## config.mk

```make
export PLATFORM = sky130hd
export DESIGN_NAME = uart_tx_fifo_flat
export DESIGN_NICKNAME = d
export VERILOG_FILES = /design/src/rtl/uart_tx_fifo_if.sv /design/src/rtl/uart_tx_fifo.sv /design/src/flat_wrapper.sv
export SDC_FILE = /design/constraint.sdc
export NUM_CORES = 1
export LEC_CHECK = 0
export ABC_AREA = 1
export ABC_CLOCK_PERIOD_IN_PS = 2300
export BUFFER_PORTS_ARGS = -buffer_cell sky130_fd_sc_hd__buf_2
export CORE_MARGIN = 4
export CORE_UTILIZATION = 45
export CTS_CLUSTER_DIAMETER = 50
export DETAILED_ROUTE_END_ITERATION = 10
export GPL_TIMING_DRIVEN = 0
export HOLD_SLACK_MARGIN = 0.02
export PLACE_DENSITY_LB_ADDON = 0.3
export SLEW_MARGIN = 10
export SYNTH_ARGS = -nofsm -noshare
export SYNTH_HDL_FRONTEND = slang
export SYNTH_SLANG_ARGS = --single-unit
```

## constraint.sdc

```tcl
create_clock -name txclk -period 2.3 [get_ports txclk]
set_clock_uncertainty 0.2 [all_clocks]
set_input_delay 0.46 -clock txclk [delete_from_list [all_inputs] [get_ports txclk]]
set_output_delay 0.46 -clock txclk [all_outputs]
set_load 0.05 [all_outputs]
```

## src/rtl/uart_tx_fifo_if.sv

```systemverilog
// Byte-stream valid/ready handshake feeding the UART transmit FIFO.
// A push happens on any clock edge where in_valid and in_ready are both high.
interface uart_tx_fifo_if;
  logic       in_valid;
  logic [7:0] in_data;
  logic       in_ready;

  modport master (output in_valid, output in_data, input in_ready);
  modport slave  (input in_valid, input in_data, output in_ready);
endinterface

```

## src/rtl/uart_tx_fifo.sv

```systemverilog
// Buffered UART transmitter: DEPTH-entry byte FIFO feeding a start/data/parity/stop serialiser.
// A byte pushed into an empty idle enabled block starts its start bit one edge later; in_ready drops only when full.
module uart_tx_fifo #(
  parameter int CLKS_PER_BIT = 16,
  parameter int DEPTH        = 4,
  parameter int PARITY_EN    = 0,
  parameter int PARITY_ODD   = 0,
  parameter int STOP_BITS    = 1
) (
  input  logic                     txclk,
  input  logic                     reset,
  input  logic                     tx_enable,
  uart_tx_fifo_if.slave            in_if,
  output logic                     tx_out,
  output logic                     tx_busy,
  output logic                     tx_empty,
  output logic [$clog2(DEPTH):0]   fifo_count
);

  localparam int AW = $clog2(DEPTH);
  localparam int CW = AW + 1;
  localparam int BW = $clog2(CLKS_PER_BIT);
  localparam logic [CW-1:0] FULL      = CW'(DEPTH);
  localparam logic [BW-1:0] BAUD_LAST = BW'(CLKS_PER_BIT - 1);
  localparam logic [2:0]    STOP_LAST = 3'(STOP_BITS - 1);
  localparam logic          PAR_EN    = (PARITY_EN != 0);
  localparam logic          PAR_ODD   = (PARITY_ODD != 0);

  typedef enum logic [2:0] {
    S_IDLE,
    S_START,
    S_DATA,
    S_PARITY,
    S_STOP
  } state_e;

  state_e          state_q, state_d;
  logic [7:0]      mem_q [DEPTH];
  logic [AW-1:0]   wr_ptr_q, wr_ptr_d;
  logic [AW-1:0]   rd_ptr_q, rd_ptr_d;
  logic [CW-1:0]   count_q, count_d;
  logic [BW-1:0]   baud_q, baud_d;
  logic [2:0]      bit_idx_q, bit_idx_d;
  logic [7:0]      shift_q, shift_d;
  logic            parity_q, parity_d;
  logic            tx_q, tx_d;

  logic            push, pop;
  logic            bit_end, last_stop, frame_avail;
  logic [7:0]      head;

  assign in_if.in_ready = (count_q != FULL);
  assign push           = in_if.in_valid && in_if.in_ready;
  assign head           = mem_q[rd_ptr_q];

  assign bit_end     = (baud_q == BAUD_LAST);
  assign last_stop   = (bit_idx_q == STOP_LAST);
  assign frame_avail = tx_enable && (count_q != '0);
  // A pop only ever happens when a frame is about to start, from IDLE or at the end of the last stop bit.
  assign pop = frame_avail &&
               ((state_q == S_IDLE) ||
                ((state_q == S_STOP) && bit_end && last_stop));

  assign tx_out     = tx_q;
  assign tx_busy    = (state_q != S_IDLE);
  assign tx_empty   = (count_q == '0) && (state_q == S_IDLE);
  assign fifo_count = count_q;

  always_ff @(posedge txclk or posedge reset) begin
    if (reset) begin
      state_q <= S_IDLE;
    end else begin
      state_q <= state_d;
    end
  end

  always_comb begin
    state_d = state_q;
    unique case (state_q)
      S_IDLE: begin
        if (pop) state_d = S_START;
      end
      S_START: begin
        if (bit_end) state_d = S_DATA;
      end
      S_DATA: begin
        if (bit_end && bit_idx_q == 3'd7) state_d = PAR_EN ? S_PARITY : S_STOP;
      end
      S_PARITY: begin
        if (bit_end) state_d = S_STOP;
      end
      S_STOP: begin
        if (bit_end && last_stop) state_d = pop ? S_START : S_IDLE;
      end
      default: state_d = S_IDLE;
    endcase
  end

  always_comb begin
    baud_d    = bit_end ? '0 : baud_q + BW'(1);
    bit_idx_d = bit_idx_q;
    shift_d   = shift_q;
    parity_d  = parity_q;
    tx_d      = tx_q;
    unique case (state_q)
      S_IDLE: begin
        baud_d    = '0;
        bit_idx_d = '0;
        tx_d      = 1'b1;
        if (pop) begin
          shift_d  = head;
          parity_d = (^head) ^ PAR_ODD;
          tx_d     = 1'b0;
        end
      end
      S_START: begin
        if (bit_end) begin
          tx_d      = shift_q[0];
          shift_d   = shift_q >> 1;
          bit_idx_d = '0;
        end
      end
      S_DATA: begin
        if (bit_end) begin
          if (bit_idx_q == 3'd7) begin
            bit_idx_d = '0;
            tx_d      = PAR_EN ? parity_q : 1'b1;
          end else begin
            tx_d      = shift_q[0];
            shift_d   = shift_q >> 1;
            bit_idx_d = bit_idx_q + 3'd1;
          end
        end
      end
      S_PARITY: begin
        if (bit_end) begin
          tx_d      = 1'b1;
          bit_idx_d = '0;
        end
      end
      S_STOP: begin
        if (bit_end) begin
          if (last_stop) begin
            bit_idx_d = '0;
            tx_d      = 1'b1;
            if (pop) begin
              shift_d  = head;
              parity_d = (^head) ^ PAR_ODD;
              tx_d     = 1'b0;
            end
          end else begin
            bit_idx_d = bit_idx_q + 3'd1;
          end
        end
      end
      default: begin
        baud_d    = '0;
        bit_idx_d = '0;
        tx_d      = 1'b1;
      end
    endcase
  end

  always_comb begin
    wr_ptr_d = push ? wr_ptr_q + AW'(1) : wr_ptr_q;
    rd_ptr_d = pop  ? rd_ptr_q + AW'(1) : rd_ptr_q;
    count_d  = count_q;
    if (push && !pop) count_d = count_q + CW'(1);
    if (pop && !push) count_d = count_q - CW'(1);
  end

  always_ff @(posedge txclk or posedge reset) begin
    if (reset) begin
      wr_ptr_q  <= '0;
      rd_ptr_q  <= '0;
      count_q   <= '0;
      baud_q    <= '0;
      bit_idx_q <= '0;
      shift_q   <= '0;
      parity_q  <= 1'b0;
      tx_q      <= 1'b1;
    end else begin
      wr_ptr_q  <= wr_ptr_d;
      rd_ptr_q  <= rd_ptr_d;
      count_q   <= count_d;
      baud_q    <= baud_d;
      bit_idx_q <= bit_idx_d;
      shift_q   <= shift_d;
      parity_q  <= parity_d;
      tx_q      <= tx_d;
    end
  end

  // Storage needs no reset: the pointers and count define which entries are live.
  always_ff @(posedge txclk) begin
    if (push) mem_q[wr_ptr_q] <= in_if.in_data;
  end

endmodule

```

## src/flat_wrapper.sv

```systemverilog
// flat-port wrapper written by rule: the top's interface ports become plain ports
module uart_tx_fifo_flat 
#(
  parameter int CLKS_PER_BIT = 16,
  parameter int DEPTH        = 4,
  parameter int PARITY_EN    = 0,
  parameter int PARITY_ODD   = 0,
  parameter int STOP_BITS    = 1
)
  (txclk, reset, tx_enable, tx_out, tx_busy, tx_empty, fifo_count, in_if_in_valid, in_if_in_data, in_if_in_ready);
  uart_tx_fifo_if in_if_i ();
  input  logic txclk;
  input  logic reset;
  input  logic tx_enable;
  output logic tx_out;
  output logic tx_busy;
  output logic tx_empty;
  output logic [$clog2(DEPTH):0] fifo_count;
  input wire logic [$bits(in_if_i.in_valid)-1:0] in_if_in_valid;
  input wire logic [$bits(in_if_i.in_data)-1:0] in_if_in_data;
  output wire logic [$bits(in_if_i.in_ready)-1:0] in_if_in_ready;
  assign in_if_i.in_valid = in_if_in_valid;
  assign in_if_i.in_data = in_if_in_data;
  assign in_if_in_ready = in_if_i.in_ready;
  uart_tx_fifo #(.CLKS_PER_BIT(CLKS_PER_BIT), .DEPTH(DEPTH), .PARITY_EN(PARITY_EN), .PARITY_ODD(PARITY_ODD), .STOP_BITS(STOP_BITS)) u_core (.txclk(txclk), .reset(reset), .tx_enable(tx_enable), .in_if(in_if_i), .tx_out(tx_out), .tx_busy(tx_busy), .tx_empty(tx_empty), .fifo_count(fifo_count));
endmodule
```

==> impl_metrics.yaml <==
status:
  run_status: "completed"
setup_path:
  crit_top_cell: "inv_2"
  slowest_stage: "dfrtp_1"
  critPathRequiredTime_ps: 2330
  endpoint_kind: "flop"
  cp-start-kind: "flop"
  crit_fanout: 3
  path_class: "flop to flop"
  cp_cell_sequence: "inv_2 > ha_4 > inv_2 > nor2_2 > nand2_2 > nand2_2 > nand2_4 > inv_4 > ha_4 > inv_2 > fa_2 > a21oi_2 > o21ai_2 > xor2_1"
  path_buf_inv: 4
  crit_family: "adder cells"
  worstPathArrival_ps: 2240
  slowest_delay_ps: 400
sta:
  setup_viol: 0
  hold_ws_ps: 134
  finalWorstSetupSlack_ps: 88.7
  tightest_slew_ps: 1030
  layout_min_cycle_time_ps: 2210
  rsz0062_at_grt: "true"
  period_share: 0.961
  final_max_slew_viol_count: 0
  relSlewSlack: 0.312
  hold_viol: 0
  finalSetupTns_ps: 0
  fmax_mhz: 452
power_and_ir_drop:
  power_leakage_nw: 1.55
  power_density_nw_per_um2: 1410
  vdd_ir_drop_max_mv: 0.826
final_layout:
  nFillCells: 529
  final_cell_mix: "nand2_1, edfxtp_1, nand3_1, dfrtp_1, inv_1"
  area.sequential_um2: 1620
  final_common_cell: "nand2_1"
  nNetsFinal: 350
  multi_input_area_um2: 1150
  diodes: 0
  area_delta_synth_final_pct: 20.0
  drive_gt1_frac: 0.306
routing:
  finalWirelength_um: 5530
  vias_per_cell: 4.91
  drt_iter0_markers: 114
  detail-route-antenna-nets: 0
  drcViolationCount: 0
  firstDrtPassIters: 4
  route.vias.total: 2004
  wl_per_cell_um: 13.6
grt:
  overflow: 0
  grt_max_degree: 27
  antenna_found_initial: 0
  grt_pass1_wl_um: 9340
  track_usage: 0.162
  grt_pass1_vias: 1997
logic_synthesis:
  syn_avg_cell_area_um2: 9.88
  ys_seq_area_frac: 0.567
  syn-num-nets: 310
  ys_ff_latch: 58
  synth_cell_types: 36
  synthCells: 288
  yosysWarnings: 0
  synth_area_um2: 2850
clock_network:
  path_clk_slew_ps: 80
  insertion_delay_ps: 340
  hold_buffers: 0
  clockBufferDepth: 2
  cts_tree: "done"
  cts_htree_levels: 3
  numCtsBuffers: 9
  clock_sinks: 58
  root_buffer: "clkbuf_8"
floorplan:
  core-area_um2: 6030
  dieArea_um2: 7660
  initial_core_util: 0.472
  io_pins: 19
  rows: 28
  die_h_um: 87.5
  die_w_um: 87.5
placement:
  hpwl_um: 3610
  dp_slack_ps: -258
  gp_congestion: 0.823
  port-buffer-count: 18
hold_path:
  hold_path.class: "input pin to flop"
flow_run:
  maxCapViolCount: 0
[through the flow]
step	power (mW)	util	std cells	instance area (um2)
after global placement	3.59	0.505	381	3040
after detailed placement	3.65	0.505	381	3040
after CTS	4.77	0.552	401	3320
after global routing	5.17	0.567	408	3420
final	4.83	0.567	408	3420
after floorplan	3.19	-	288	2860
[power breakdown]
group          leakage (nW)  internal (mW)  switching, mW
sequential            0.616           1.41          0.185
clock                 0.106          0.619          0.446
combinational         0.827          0.736           1.43
[cell type report]
type                            count  share of cell area
Buffer                              5             0.00915
Clock buffer                        9              0.0363
Clock inverter                      7              0.0297
Inverter                           31              0.0370
Multi-Input combinational cell    194               0.336
Sequential cell                    58               0.473
Tap cell                           75              0.0275
Timing Repair Buffer               29              0.0513
[cell usage after synthesis (all sizes together)]
cell,count,area (um2)
dfrtp,25,626
xor2,4,35.0
inv,29,111
fa,1,20.0
nand3,34,218
or2,4,27.5
clkinv,2,8.75
nand4,2,12.5
o31ai,1,7.51
dfstp,1,26.3
o21ai,13,72.6
nand2,99,435
nor3,1,5.00
nor2,19,95.1
o211ai,1,7.51
edfxtp,32,961
clkbuf,1,3.75
buf,4,27.5
ha,9,113
a21oi,5,25.0
xnor2,1,8.76
[registers in the layout, summed over array words and instances (netlist names)]
name	flops
u_core.wr_ptr_q	2
u_core.state_q	3
u_core.rd_ptr_q	2
u_core.tx_out	1
u_core.bit_idx_q	3
u_core.baud_q	4
u_core.mem_q	32
u_core.fifo_count	3
u_core.shift_q	8
[worst reg2reg max path, cell delays in order (launching register included)]
cell and delay (ps):
dfrtp_1 400, inv_2 80, ha_4 130, inv_2 40
nor2_2 90, nand2_2 70, nand2_2 80, nand2_4 60
inv_4 60, ha_4 120, inv_2 40, fa_2 380
a21oi_2 140, o21ai_2 70, xor2_1 130
[what timing repair did]
| item | 4_1_cts | 5_1_grt |
|---|---|---|
| endpoints found under the setup margin | 3 | 3 |
| pin swaps | 2 | 5 |
| setup buffers | 4 | 7 |
| gates resized for setup | 10 | 12 |
[kinds of logic after synthesis]
kind of cell,share of synthesized area
compound gates,0.0396
flops,0.567
simple gates,0.279
buf+inv,0.0532
xor+xnor,0.0154
fa+ha+maj,0.0466
[per-layer routing]
| layer | track usage | up-vias | share of wire |
|---|---|---|---|
| li1 | - | 1016 | - |
| met1 | 0.205 | 945 | 0.44 |
| met5 | 0 | - | 0 |
| met2 | 0.268 | 36 | 0.51 |
| met3 | 0.0386 | 7 | 0.040 |
| met4 | 0.0642 | 0 | 0.013 |
[worst paths after layout]
path	from	to	slack (ps)	cells past startpoint
worst max-delay path	u_core.bit_idx_q[1]	u_core.fifo_count[2]	90	14
worst min-delay path	in_if_in_data[4]	u_core.mem_q[0][4]	130	1
worst max register to register	u_core.bit_idx_q[1]	u_core.fifo_count[2]	90	14
worst min register to register	u_core.shift_q[2]	u_core.shift_q[2]	280	2
max in group asynchronous	reset	u_core.state_q[1]	1040	2
min in group asynchronous	reset	u_core.fifo_count[2]	160	2
No activity file was read; power rests on OpenSTA's default activity.
